`src/rtl/seq_detect_param.sv`:
```
`default_nettype none
// ============================================================================
// Module  : seq_detect_param
// Brief   : Run-time loadable serial pattern detector with prefix-length
//           fallback, selectable overlap / Mealy-Moore output, match counter.
// Revision: 1.0 - initial release
// ============================================================================
module seq_detect_param #(
  parameter int               PAT_W   = 3,
  parameter logic [PAT_W-1:0] PAT_RST = 3'b101,
  parameter int               CNT_W   = 8,
  parameter int               SW      = $clog2(PAT_W)
) (
  input  logic             clk,
  input  logic             reset,
  input  logic             seq_valid,
  input  logic             seq_in,
  input  logic             pat_load,
  input  logic [PAT_W-1:0] pattern,
  input  logic             overlap_en,
  input  logic             moore_mode,
  input  logic             clr_cnt,
  output logic             seq_out,
  output logic [CNT_W-1:0] match_cnt,
  output logic [SW-1:0]    crnt_state
);

  localparam logic [PAT_W-1:0] c_ones    = {PAT_W{1'b1}};
  localparam logic [CNT_W-1:0] c_cnt_max = {CNT_W{1'b1}};
  localparam logic [SW-1:0]    c_last    = SW'(PAT_W - 1);

  logic [PAT_W-1:0] pat_q, pat_d;
  logic [SW-1:0]    state_q, state_d;
  logic [CNT_W-1:0] cnt_q, cnt_d;
  logic             out_q, out_d;

  logic [PAT_W-1:0] pfx;
  logic [PAT_W-1:0] s_val;
  logic [SW-1:0]    fb;
  logic [SW-1:0]    bord;
  logic             match;

  // s_val holds the matched prefix followed by the incoming bit, LSB-aligned
  always_comb begin
    pfx   = pat_q >> (PAT_W - int'(state_q));
    s_val = (pfx << 1) | PAT_W'(seq_in);
    match = seq_valid & ~pat_load & (state_q == c_last) & (s_val == pat_q);

    fb = '0;
    for (int j = 1; j < PAT_W; j++) begin
      if ((j <= int'(state_q) + 1) &&
          ((s_val & (c_ones >> (PAT_W - j))) == (pat_q >> (PAT_W - j))))
        fb = SW'(j);
    end

    bord = '0;
    for (int j = 1; j < PAT_W; j++) begin
      if ((pat_q & (c_ones >> (PAT_W - j))) == (pat_q >> (PAT_W - j)))
        bord = SW'(j);
    end
  end

  always_comb begin
    pat_d   = pat_q;
    state_d = state_q;
    out_d   = match;
    cnt_d   = cnt_q;

    if (pat_load) begin
      pat_d   = pattern;
      state_d = '0;
    end else if (seq_valid) begin
      if (match) state_d = overlap_en ? bord : '0;
      else       state_d = fb;
    end

    if (clr_cnt)                           cnt_d = match ? CNT_W'(1) : '0;
    else if (match && (cnt_q != c_cnt_max)) cnt_d = cnt_q + 1'b1;
  end

  always_ff @(posedge clk or negedge reset) begin
    if (!reset) begin
      pat_q   <= PAT_RST;
      state_q <= '0;
      cnt_q   <= '0;
      out_q   <= 1'b0;
    end else begin
      pat_q   <= pat_d;
      state_q <= state_d;
      cnt_q   <= cnt_d;
      out_q   <= out_d;
    end
  end

  // Gate with reset so the Mealy path is quiet while reset is held
  assign seq_out    = reset & (moore_mode ? out_q : match);
  assign match_cnt  = cnt_q;
  assign crnt_state = state_q;

endmodule
`default_nettype wire

```
`config.mk`:
```
export PLATFORM = sky130hd
export DESIGN_NAME = seq_detect_param
export DESIGN_NICKNAME = d
export VERILOG_FILES = /design/src/rtl/seq_detect_param.sv
export SDC_FILE = /design/constraint.sdc
export NUM_CORES = 1
export LEC_CHECK = 0
export CORE_ASPECT_RATIO = 0.7
export CORE_MARGIN = 2
export CORE_UTILIZATION = 35
export DETAILED_ROUTE_END_ITERATION = 12
export PLACE_DENSITY = 0.58
export SYNTH_ARGS = -nofsm -noshare
export SYNTH_HDL_FRONTEND = slang
export SYNTH_SLANG_ARGS = --single-unit
export TNS_END_PERCENT = 1
```
`constraint.sdc`:
```
create_clock -name clk -period 2.5 [get_ports clk]
set_clock_uncertainty 0.05 [all_clocks]
set_input_delay 0.5 -clock clk [delete_from_list [all_inputs] [get_ports clk]]
set_output_delay 0.5 -clock clk [all_outputs]
set_load 0.005 [all_outputs]
```
==> qor.csv, run 1 <==
stage,metric,value,unit
critical_path,Setup crit end kind,output pin,
min_path,Tightest Hold Check Type,in -> async,
clocking,root buffer cell,sky130_fd_sc_hd__clkbuf_4,
drt,total number of vias,796,
flow_run,number of max-cap violations,0,
clocking,clk sink count,14,
critical_path,Crit path max-delay family,buffers and inverters,
clocking,CTS max path bufs,2,
critical_path,number of cells on the critical path,6,
pwr,PD cells,405,nW/um^2
finish,number of nets in the final layout,133,
clocking,setup fix buffers added after clock tree synthesis,0,
floorplan,Die H,46.1,microns
critical_path,crit path buf inv count,2,
synth,"Warnings, synthesis",0,
placed_design,I/O Buffers,21,
global_routing,pin count of the biggest net entering global routing,15,
global_routing,global routing usage summed across all routing layers,0.154,
critical_path,worst r2r path cells,6,
global_routing,number of global-route vias before repair,681,
timing,crit share post-route,0.947,
critical_path,start-to-end type of the worst setup path,in -> out,
synth,count of unique library cells instantiated by Yosys,42,
drt,Post-DRT Antenna Nets,0,
drt,mean number of vias per cell,5.17,
timing,shortest clock period the worst path allows after layout,2.37,ns
critical_path,register-to-register path setup slack,0.76,ns
timing,worst slew slack as a fraction of its limit,0.760,
synth,cell count after synthesis,91,
synth,Most used DFF post-synth,sky130_fd_sc_hd__dfrtp_1,
floorplan,Core Region,2420,sq um
pwr,static leakage,0.513,nW
critical_path,cells along the critical path,clkdlybuf4s50_1 -> and4bb_4 -> nand2_4 -> o21ai_0 -> and2_1 -> dlygate4sd2_1,
clocking,number of buffers created by CTS,3,
floorplan,number of I/O pins,22,
clocking,clock slew at the register clock pins of the worst setup and hold paths,0.09,ns
drt,first-iteration detailed-routing DRC count,27,
critical_path,critical-path cell with the highest stage delay,sky130_fd_sc_hd__clkdlybuf4s50_1,
finish,area growth from synthesis to final layout,35.5,%
critical_path,arrival time at the worst endpoint,1.82,ns
synth,dominant cell by count in the synthesized netlist,sky130_fd_sc_hd__dfrtp_1,
timing,RSZ-0062 raised after global routing,false,
drt,number of detailed-routing iterations run before antenna repair,4,
synth,area fraction of the dominant cell type after synthesis,0.339,
timing,pin slew with the least headroom to its limit,0.358,ns
critical_path,worst r2r src,pat_q[0],
global_routing,wire length of the first global-routing pass,3390,microns
timing,final number of hold-violating endpoints,0,
floorplan,effective utilization at floorplan,0.365,
critical_path,critical path startpoint,pat_load,
critical_path,data required time at the worst endpoint,1.95,ns
timing,max-slew violations,0,
critical_path,crit path max fanout,2,
finish,Final Core Density,0.495,
finish,layout filler cell count,239,
clocking,TritonCTS clock tree,yes,
timing,"Setup violations, final",0,
synth,share of the yosys chip area belonging to registers,0.399,
critical_path,Crit Reg-Reg Endpoint,match_cnt[3],
global_routing,total congestion overflow,0,
synth,"EDFF count, synth",0,
placed_design,global placement routability congestion,0.770,
synth,share of synthesized flip-flops with an asynchronous set or reset,1.00,
critical_path,Crit path largest cell delay,0.42,ns
floorplan,full die area,2950,sq um
drt,routed wire length,2050,microns
finish,number of antenna repair diodes,0,
clocking,H-Tree Depth,1,
synth,"top cells by count, synth","sky130_fd_sc_hd__dfrtp_1 (12), sky130_fd_sc_hd__nor2_1 (8), sky130_fd_sc_hd__nand2_1 (5), sky130_fd_sc_hd__nand2b_1 (4), sky130_fd_sc_hd__nand4_1 (4)",
synth,area of the mapped netlist,885,sq um
clocking,insertion delay to the later sink of the worst-skew pair,0.29,ns
global_routing,antenna violations before repair,0,
drt,average routed wire per standard cell,13.3,microns
timing,Achievable Freq,0.423,GHz
placed_design,HPWL after detailed placement,1590,microns
run_status,run status,completed,
synth,leading post-synthesis cells by cell area,"sky130_fd_sc_hd__dfrtp_1 (34%), sky130_fd_sc_hd__dfstp_2 (5.9%), sky130_fd_sc_hd__mux2_2 (3.8%), sky130_fd_sc_hd__nor2_1 (3.4%), sky130_fd_sc_hd__xor2_1 (3.0%)",
floorplan,number of rows in the core area,15,
synth,Synth area leader,sky130_fd_sc_hd__dfrtp_1,
pwr,Power Total,0.486,mW
synth,count of state elements after synthesis,14,
drt,DRC,0,
pwr,maximum resistive drop on vdd,0.204,mV
synth,Post-Syn Area per Cell,9.72,sq um
floorplan,horizontal extent of the die,64.1,microns
critical_path,Worst setup endpoint,seq_out,
critical_path,Worst setup SP type,primary input,
clocking,CTS Hold Buffers Added,0,
finish,fraction of final layout cells sized beyond drive strength 1,0.183,
synth,synthesized netlist net count,103,
[timing repair]
item,4_1_cts,5_1_grt
setup endpoints to repair,1,0
gates resized for setup,1,0
hold endpoints to repair,0,0
[worst min path at each step]
| stage | start | endpoint | slack [ns] | depth (start not counted) |
|---|---|---|---|---|
| finish | reset | out_q | 0.49 | 2 |
| global route | reset | match_cnt[7] | 0.52 | 2 |
| CTS | reset | match_cnt[7] | 0.50 | 2 |
| detailed placement | match_cnt[1] | match_cnt[1] | 0.53 | 2 |
| global placement | match_cnt[1] | match_cnt[1] | 0.52 | 2 |
| floorplan | reset | crnt_state[0] | 0.15 | 0 |
[cell type report]
type	count	area (sq um)	share of cell area
clock buffers	4	26.3	0.0219
inverters	3	11.3	0.00939
multi-input cells	70	497	0.414
flip-flops and latches	14	353	0.294
well taps	34	42.5	0.0355
repair buffers	29	269	0.224
[per-layer routing]
metal  GRT usage  up-vias  routed length, microns
met4      0.0255        0                       4
met5           0        -                       0
li1            -      401                       -
met2       0.229       21                     899
met1       0.226      372                    1010
met3      0.0465        2                     133
[sequential cells by signal, summed over array words and instances (netlist names)]
name        count
crnt_state      2
match_cnt       8
out_q           1
pat_q           3
[through the flow]
stage	instances	hold slack, ns	instance area (sq um)	setup TNS [ns]	setup WS [ns]
floorplan	91	0.154	885	0	0.680
global placement	150	0.525	1170	-0.112	-0.112
detailed placement	150	0.533	1170	-0.118	-0.118
CTS	154	0.501	1200	0	0.117
global route	154	0.520	1200	0	0.00463
finish	154	0.492	1200	0	0.133
[cell families (layout without fill, tap and decap cells)]
group           count (synthesis)  after routing  share of synthesized area
simple gates                   40             40                      0.270
compound gates                 19             19                      0.151
flops                          14             14                      0.399
buf+inv                         7             36                     0.0396
mux                             6              6                     0.0778
xor+xnor                        4              4                     0.0481
fa+ha+maj                       1              1                     0.0141
[power by group]
group	total, mW	switching [mW]	leakage (nW)	internal, mW
Combinational	0.0960	0.0411	0.314	0.0549
Clock	0.138	0.0757	0.0150	0.0620
Sequential	0.252	0.0142	0.185	0.238
[cells in the final DEF (no fill, tap or decap), types with 2 or more instances in the layout]
cell	n
sky130_fd_sc_hd__o21ai_0	3
sky130_fd_sc_hd__mux2i_1	2
sky130_fd_sc_hd__and2_1	2
sky130_fd_sc_hd__nor3_1	2
sky130_fd_sc_hd__a211oi_1	2
sky130_fd_sc_hd__inv_1	2
sky130_fd_sc_hd__nand3_1	2
sky130_fd_sc_hd__xor2_1	3
sky130_fd_sc_hd__clkdlybuf4s50_1	20
sky130_fd_sc_hd__nand2_1	5
sky130_fd_sc_hd__mux2_2	3
sky130_fd_sc_hd__a311oi_1	2
sky130_fd_sc_hd__clkbuf_4	3
sky130_fd_sc_hd__dfstp_2	2
sky130_fd_sc_hd__buf_4	8
sky130_fd_sc_hd__nor2_1	8
sky130_fd_sc_hd__a31oi_1	2
sky130_fd_sc_hd__a21oi_1	3
sky130_fd_sc_hd__and3_1	3
sky130_fd_sc_hd__nand2b_1	4
sky130_fd_sc_hd__nor2b_1	2
sky130_fd_sc_hd__dfrtp_1	12
sky130_fd_sc_hd__nand4_1	4
Note: power is estimated with default switching activity, not from simulation.
==> run 2: changes to the inputs <==
DONT_BUFFER_PORTS = 1   (was default)
PLACE_DENSITY = 0.47   (was 0.58)
SKIP_CTS_REPAIR_TIMING = 1   (was default)
==> run 2 against run 1 <==
Critical path depth decreased by 2. Sequential share of layout area increased by 8.1 points. Maximum frequency increased by 13%. Non-clock buffer count decreased by 28. Wire length decreased by 9.4%. Total power decreased by 9.3%. Final area decreased by 22%. Worst hold slack got worse by 0.27 ns. Highest routed layer unchanged.
==> qor.csv, run 2 (same netlist as run 1, synthesis figures left out) <==
stage,metric,value,unit,change
clocking,H-Tree Depth,1,,unchanged
floorplan,Die H,46.1,microns,unchanged
timing,Total Neg Setup Slack,0,ns,unchanged
clocking,clk sink count,14,,unchanged
clocking,insertion delay to the later sink of the worst-skew pair,0.28,ns,was 0.29 ns
finish,"flip-flop count of the largest register, all copies and words added",8,,unchanged
critical_path,Worst setup SP type,register,,was primary input
timing,max-slew violations,0,,unchanged
drt,routed wire length,1850,microns,was 2050 microns
clocking,number of buffers created by CTS,3,,unchanged
drt,mean number of vias per cell,5.31,,was 5.17
timing,final number of hold-violating endpoints,0,,unchanged
critical_path,data required time at the worst endpoint,1.95,ns,about the same
min_path,Tightest Hold Check Type,in -> reg,,was in -> async
global_routing,global routing usage summed across all routing layers,0.141,,was 0.154
drt,first-iteration detailed-routing DRC count,44,,was 27
timing,crit share post-route,0.837,,was 0.947
clocking,root buffer cell,sky130_fd_sc_hd__clkbuf_4,,unchanged
run_status,run status,completed,,unchanged
finish,number of nets in the final layout,105,,was 133
placed_design,cell area reported after detailed placement,903,sq um,was 1170 sq um
global_routing,wire length of the first global-routing pass,3080,microns,was 3390 microns
critical_path,Setup crit end kind,output pin,,unchanged
placed_design,HPWL after detailed placement,1410,microns,was 1590 microns
global_routing,number of global-route vias before repair,598,,was 681
finish,"commonest cells after routing, fill and taps aside","sky130_fd_sc_hd__dfrtp_1 (12), sky130_fd_sc_hd__nor2_1 (8), sky130_fd_sc_hd__nand2_1 (5)",,"was sky130_fd_sc_hd__clkdlybuf4s50_1 (20), sky130_fd_sc_hd__dfrtp_1 (12), sky130_fd_sc_hd__nor2_1 (8), sky130_fd_sc_hd__buf_4 (8), sky130_fd_sc_hd__nand2_1 (5)"
global_routing,total congestion overflow,0,,unchanged
critical_path,arrival time at the worst endpoint,1.54,ns,was 1.82 ns
finish,number of antenna repair diodes,0,,unchanged
flow_run,number of max-cap violations,0,,unchanged
drt,average routed wire per standard cell,14.7,microns,was 13.3 microns
timing,shortest clock period the worst path allows after layout,2.09,ns,was 2.37 ns
placed_design,I/O Buffers,0,,was 21
floorplan,full die area,2950,sq um,unchanged
floorplan,number of I/O pins,22,,unchanged
global_routing,pin count of the biggest net entering global routing,16,,was 15
timing,"Setup violations, final",0,,unchanged
floorplan,horizontal extent of the die,64.1,microns,unchanged
pwr,PD cells,469,nW/um^2,was 405 nW/um^2
clocking,clock slew at the register clock pins of the worst setup and hold paths,0.09,ns,about the same
finish,fraction of final layout cells sized beyond drive strength 1,0.152,,was 0.183
drt,DRC,0,,unchanged
clocking,CTS max path bufs,2,,unchanged
drt,total number of vias,669,,was 796
critical_path,crit path max fanout,8,,was 2
timing,Achievable Freq,0.478,GHz,was 0.423 GHz
pwr,static leakage,0.397,nW,was 0.513 nW
critical_path,start-to-end type of the worst setup path,reg -> out,,was in -> out
global_routing,antenna violations before repair,0,,unchanged
drt,Post-DRT Antenna Nets,0,,unchanged
placed_design,global placement routability congestion,0.800,,was 0.770
timing,worst slew slack as a fraction of its limit,0.566,,was 0.760
timing,RSZ-0062 raised after global routing,false,,unchanged
floorplan,Core Region,2420,sq um,unchanged
finish,"most common cell after layout, fill and taps aside",sky130_fd_sc_hd__dfrtp_1,,was sky130_fd_sc_hd__clkdlybuf4s50_1
pwr,maximum resistive drop on vdd,0.244,mV,was 0.204 mV
finish,final non-filler cell area,940,sq um,was 1200 sq um
floorplan,number of rows in the core area,15,,unchanged
finish,area growth from synthesis to final layout,6.22,%,was 35.5%
clocking,TritonCTS clock tree,yes,,unchanged
timing,pin slew with the least headroom to its limit,0.650,ns,was 0.358 ns
drt,number of detailed-routing iterations run before antenna repair,4,,unchanged
floorplan,effective utilization at floorplan,0.365,,unchanged
## run 2: changes by cell type in the layout (fill, tap and decap cells not counted)
cell,previous run,this run
sky130_fd_sc_hd__dlygate4sd2_1,1,0
sky130_fd_sc_hd__buf_4,8,0
sky130_fd_sc_hd__clkdlybuf4s50_1,20,0
sky130_fd_sc_hd__dlygate4sd3_1,0,1
## run 2: cell type report
type | instances | area [sq um]
Fill cell | 265 | 1480
Multi-Input combinational cell | 70 | 497
Sequential cell | 14 | 353
Tap cell | 34 | 42.5
Clock buffer | 4 | 26.3
Inverter | 3 | 11.3
Timing Repair Buffer | 1 | 10.0
## run 2: worst max-delay path, stage by stage (launching register included)
cell                       delay, ns
sky130_fd_sc_hd__dfrtp_1        0.48
sky130_fd_sc_hd__and4bb_4       0.42
sky130_fd_sc_hd__nand2_4        0.07
sky130_fd_sc_hd__o21ai_0        0.13
sky130_fd_sc_hd__and2_1         0.15
## run 2: worst paths after layout
check	from	end	slack, ns	cells after the start
setup reg to reg	crnt_state[0]	match_cnt[3]	0.72	5
min in group asynchronous	reset	crnt_state[1]	0.62	1
hold reg to reg	match_cnt[1]	match_cnt[1]	0.56	2
setup / recovery	crnt_state[0]	seq_out	0.41	4
hold / removal	clr_cnt	match_cnt[4]	0.22	1
max in group asynchronous	reset	pat_q[1]	1.34	1
## run 2: through the flow
| step | worst slack [ns] | utilization | std cells | hold slack (ns) | total power, mW |
|---|---|---|---|---|---|
| global route | 0.265 | 0.388 | 126 | 0.195 | 0.468 |
| floorplan | 0.680 | - | 91 | 0.154 | 0.302 |
| detailed placement | 0.709 | 0.373 | 121 | 0.155 | 0.305 |
| global placement | 0.726 | 0.373 | 121 | 0.155 | 0.304 |
| CTS | 0.393 | 0.384 | 125 | -0.164 | 0.443 |
| finish | 0.408 | 0.388 | 126 | 0.218 | 0.441 |
## run 2: where the power goes
part	switching (mW)	internal (mW)
registers	0.0177	0.238
logic	0.0231	0.0266
clock network	0.0737	0.0618
total	0.114	0.326
## run 2: metal layers
layer,track usage,wire length [microns],part of all wire
met3,0.0733,109,0.059
met2,0.177,766,0.41
met4,0.0128,4,0.0022
met1,0.216,974,0.53
met5,0,0,0
==> run 3: changes to the inputs <==
PLACE_DENSITY = 0.49   (was 0.47)
clock period = 1.8 ns   (was 2.5 ns; I/O delays follow)
==> run 3 against run 2 <==
Highest routed layer unchanged. Non-clock buffer count is 12 higher. Count of clock-buffer cells in the layout is the same. Final area grew 12%.
==> qor.csv, run 3 (same netlist as run 1, synthesis figures left out) <==
stage,metric,value,unit,change
finish,area of the multi-input gates,512,sq um,was 497 sq um
critical_path,arrival time at the worst endpoint,1.38,ns,was 1.54 ns
critical_path,start-to-end type of the worst setup path,reg -> out,,unchanged
placed_design,HPWL after detailed placement,1450,microns,was 1410 microns
finish,layout filler cell count,239,,was 265
timing,worst slew slack as a fraction of its limit,0.585,,was 0.566
clocking,H-Tree Depth,1,,unchanged
critical_path,Setup crit end kind,output pin,,unchanged
floorplan,number of rows in the core area,15,,unchanged
clocking,root buffer cell,sky130_fd_sc_hd__clkbuf_4,,unchanged
drt,number of detailed-routing iterations run before antenna repair,4,,unchanged
pwr,Power Total,0.695,mW,was 0.441 mW
pwr,static leakage,0.464,nW,was 0.397 nW
drt,Post-DRT Antenna Nets,0,,unchanged
placed_design,global placement routability congestion,0.788,,was 0.800
clocking,TritonCTS clock tree,yes,,unchanged
placed_design,DP Cell Count,126,,was 121
placed_design,I/O Buffers,0,,unchanged
floorplan,full die area,2950,sq um,unchanged
finish,combined flip-flop and latch cell area,353,sq um,unchanged
finish,number of antenna repair diodes,0,,unchanged
global_routing,wire length of the first global-routing pass,3170,microns,was 3080 microns
clocking,CTS max path bufs,2,,unchanged
critical_path,crit path buf inv count,0,,unchanged
critical_path,critical-path cell with the highest stage delay,sky130_fd_sc_hd__dfstp_2,,was sky130_fd_sc_hd__dfrtp_1
drt,first-iteration detailed-routing DRC count,42,,was 44
timing,crit share post-route,0.996,,
drt,total number of vias,726,,was 669
pwr,combinational share of power,0.149,,was 0.113
finish,"flip-flop count of the largest register, all copies and words added",8,,unchanged
critical_path,Worst setup SP type,register,,unchanged
global_routing,number of global-route vias before repair,647,,was 598
clocking,number of buffers created by CTS,3,,unchanged
timing,final number of hold-violating endpoints,0,,unchanged
finish,"commonest cells after routing, fill and taps aside","sky130_fd_sc_hd__dfrtp_1 (12), sky130_fd_sc_hd__buf_4 (12), sky130_fd_sc_hd__nor2_1 (8)",,"was sky130_fd_sc_hd__dfrtp_1 (12), sky130_fd_sc_hd__nor2_1 (8), sky130_fd_sc_hd__nand2_1 (5)"
timing,worst hold slack across all endpoints,0.0628,ns,was 0.218 ns
global_routing,total congestion overflow,0,,unchanged
drt,mean number of vias per cell,5.26,,was 5.31
pwr,P_int,0.513,mW,was 0.326 mW
drt,routed wire length,2010,microns,was 1850 microns
global_routing,pin count of the biggest net entering global routing,16,,unchanged
critical_path,Crit path largest cell delay,0.61,ns,was 0.48 ns
min_path,Tightest Hold Check Type,in -> reg,,unchanged
timing,max-slew violations,0,,unchanged
timing,Achievable Freq,0.558,GHz,
global_routing,antenna violations before repair,0,,unchanged
timing,pin slew with the least headroom to its limit,0.620,ns,was 0.650 ns
critical_path,cells along the critical path,xnor2_4 -> nand2_4 -> o21ai_2 -> and2_1,,was and4bb_4 -> nand2_4 -> o21ai_0 -> and2_1
finish,non-filler cells in the finished layout,138,,was 126
critical_path,Crit path max-delay family,flip-flops,,was simple AND/OR/NAND/NOR gates
pwr,sequential share of power,0.501,,was 0.580
clocking,clk sink count,14,,unchanged
drt,DRC,0,,unchanged
flow_run,number of max-cap violations,0,,unchanged
finish,fraction of final layout cells sized beyond drive strength 1,0.269,,was 0.152
timing,RSZ-0062 raised after global routing,true,,was false
global_routing,global routing usage summed across all routing layers,0.147,,was 0.141
floorplan,Die H,46.1,microns,unchanged
floorplan,horizontal extent of the die,64.1,microns,unchanged
finish,area growth from synthesis to final layout,19.2,%,was 6.22%
floorplan,number of I/O pins,22,,unchanged
timing,shortest clock period the worst path allows after layout,1.79,ns,
pwr,sw frac,0.262,,was 0.260
critical_path,data required time at the worst endpoint,1.39,ns,was 1.95 ns
pwr,PD cells,659,nW/um^2,was 469 nW/um^2
finish,number of nets in the final layout,117,,was 105
pwr,maximum resistive drop on vdd,0.344,mV,was 0.244 mV
floorplan,effective utilization at floorplan,0.365,,unchanged
floorplan,Core Region,2420,sq um,unchanged
pwr,Sw Pwr,0.182,mW,was 0.114 mW
run_status,run status,completed,,unchanged
drt,average routed wire per standard cell,14.5,microns,was 14.7 microns
finish,Final Core Density,0.436,,was 0.388
timing,"Setup violations, final",0,,unchanged
pwr,clock network fraction of total power,0.350,,was 0.307
critical_path,crit path max fanout,4,,was 8
clocking,insertion delay to the later sink of the worst-skew pair,0.30,ns,was 0.28 ns
clocking,clock slew at the register clock pins of the worst setup and hold paths,0.09,ns,about the same
## run 3: cell count changes in the layout (fill, tap and decap cells not counted), sizes merged
cell / delta
buf: +12
## run 3: layer usage
layer | wire [microns] | track usage | vias up
met5 | 0 | 0 | -
met4 | 33 | 0.0638 | 0
met3 | 162 | 0.0636 | 5
met2 | 823 | 0.198 | 20
met1 | 987 | 0.205 | 333
li1 | - | - | 368
## run 3: final timing paths
| kind | start | to | slack, ns | cells after the start |
|---|---|---|---|---|
| min reg2reg | match_cnt[1] | match_cnt[1] | 0.57 | 2 |
| min | clr_cnt | match_cnt[7] | 0.06 | 1 |
| max in group asynchronous | reset | crnt_state[0] | 0.84 | 1 |
| max | pat_q[0] | seq_out | 0.007 | 4 |
| max reg2reg | pat_q[0] | match_cnt[3] | 0.08 | 6 |
| min in group asynchronous | reset | out_q | 0.46 | 1 |
## run 3: per-stage QoR
step,setup TNS (ns),worst slack (ns),instance area [sq um]
after floorplan,0,0.203,885
after global placement,0,0.176,941
after detailed placement,0,0.139,941
after CTS,-0.120,-0.120,977
after global routing,-0.0416,-0.0416,1050
final,0,0.00692,1050
## run 3: layout make-up
class                   count  share of cell area
multi-input cells          70               0.485
flip-flops and latches     14               0.335
repair buffers             13              0.0949
well taps                  34              0.0403
clock buffers               4              0.0344
inverters                   3              0.0107
## run 3: power by group through the flow
| stage | clock [mW] | sequential, mW | combinational [mW] |
|---|---|---|---|
| global placement | 0 | 0.353 | 0.0760 |
| detailed placement | 0 | 0.353 | 0.0749 |
| floorplan | 0 | 0.350 | 0.0692 |
| CTS | 0.242 | 0.347 | 0.0751 |
| global route | 0.259 | 0.351 | 0.115 |
| finish | 0.243 | 0.348 | 0.104 |
## run 3: worst register-to-register path, delay by kind of cell (launching register included)
| kind | cells | cell delay, ns |
|---|---|---|
| XOR/XNOR | 1 | 0.14 |
| buffers and inverters | 2 | 0.23 |
| AO/OA/AOI/OAI | 1 | 0.19 |
| multiplexers | 1 | 0.30 |
| flip-flops | 1 | 0.61 |
| AND/OR/NAND/NOR | 1 | 0.09 |
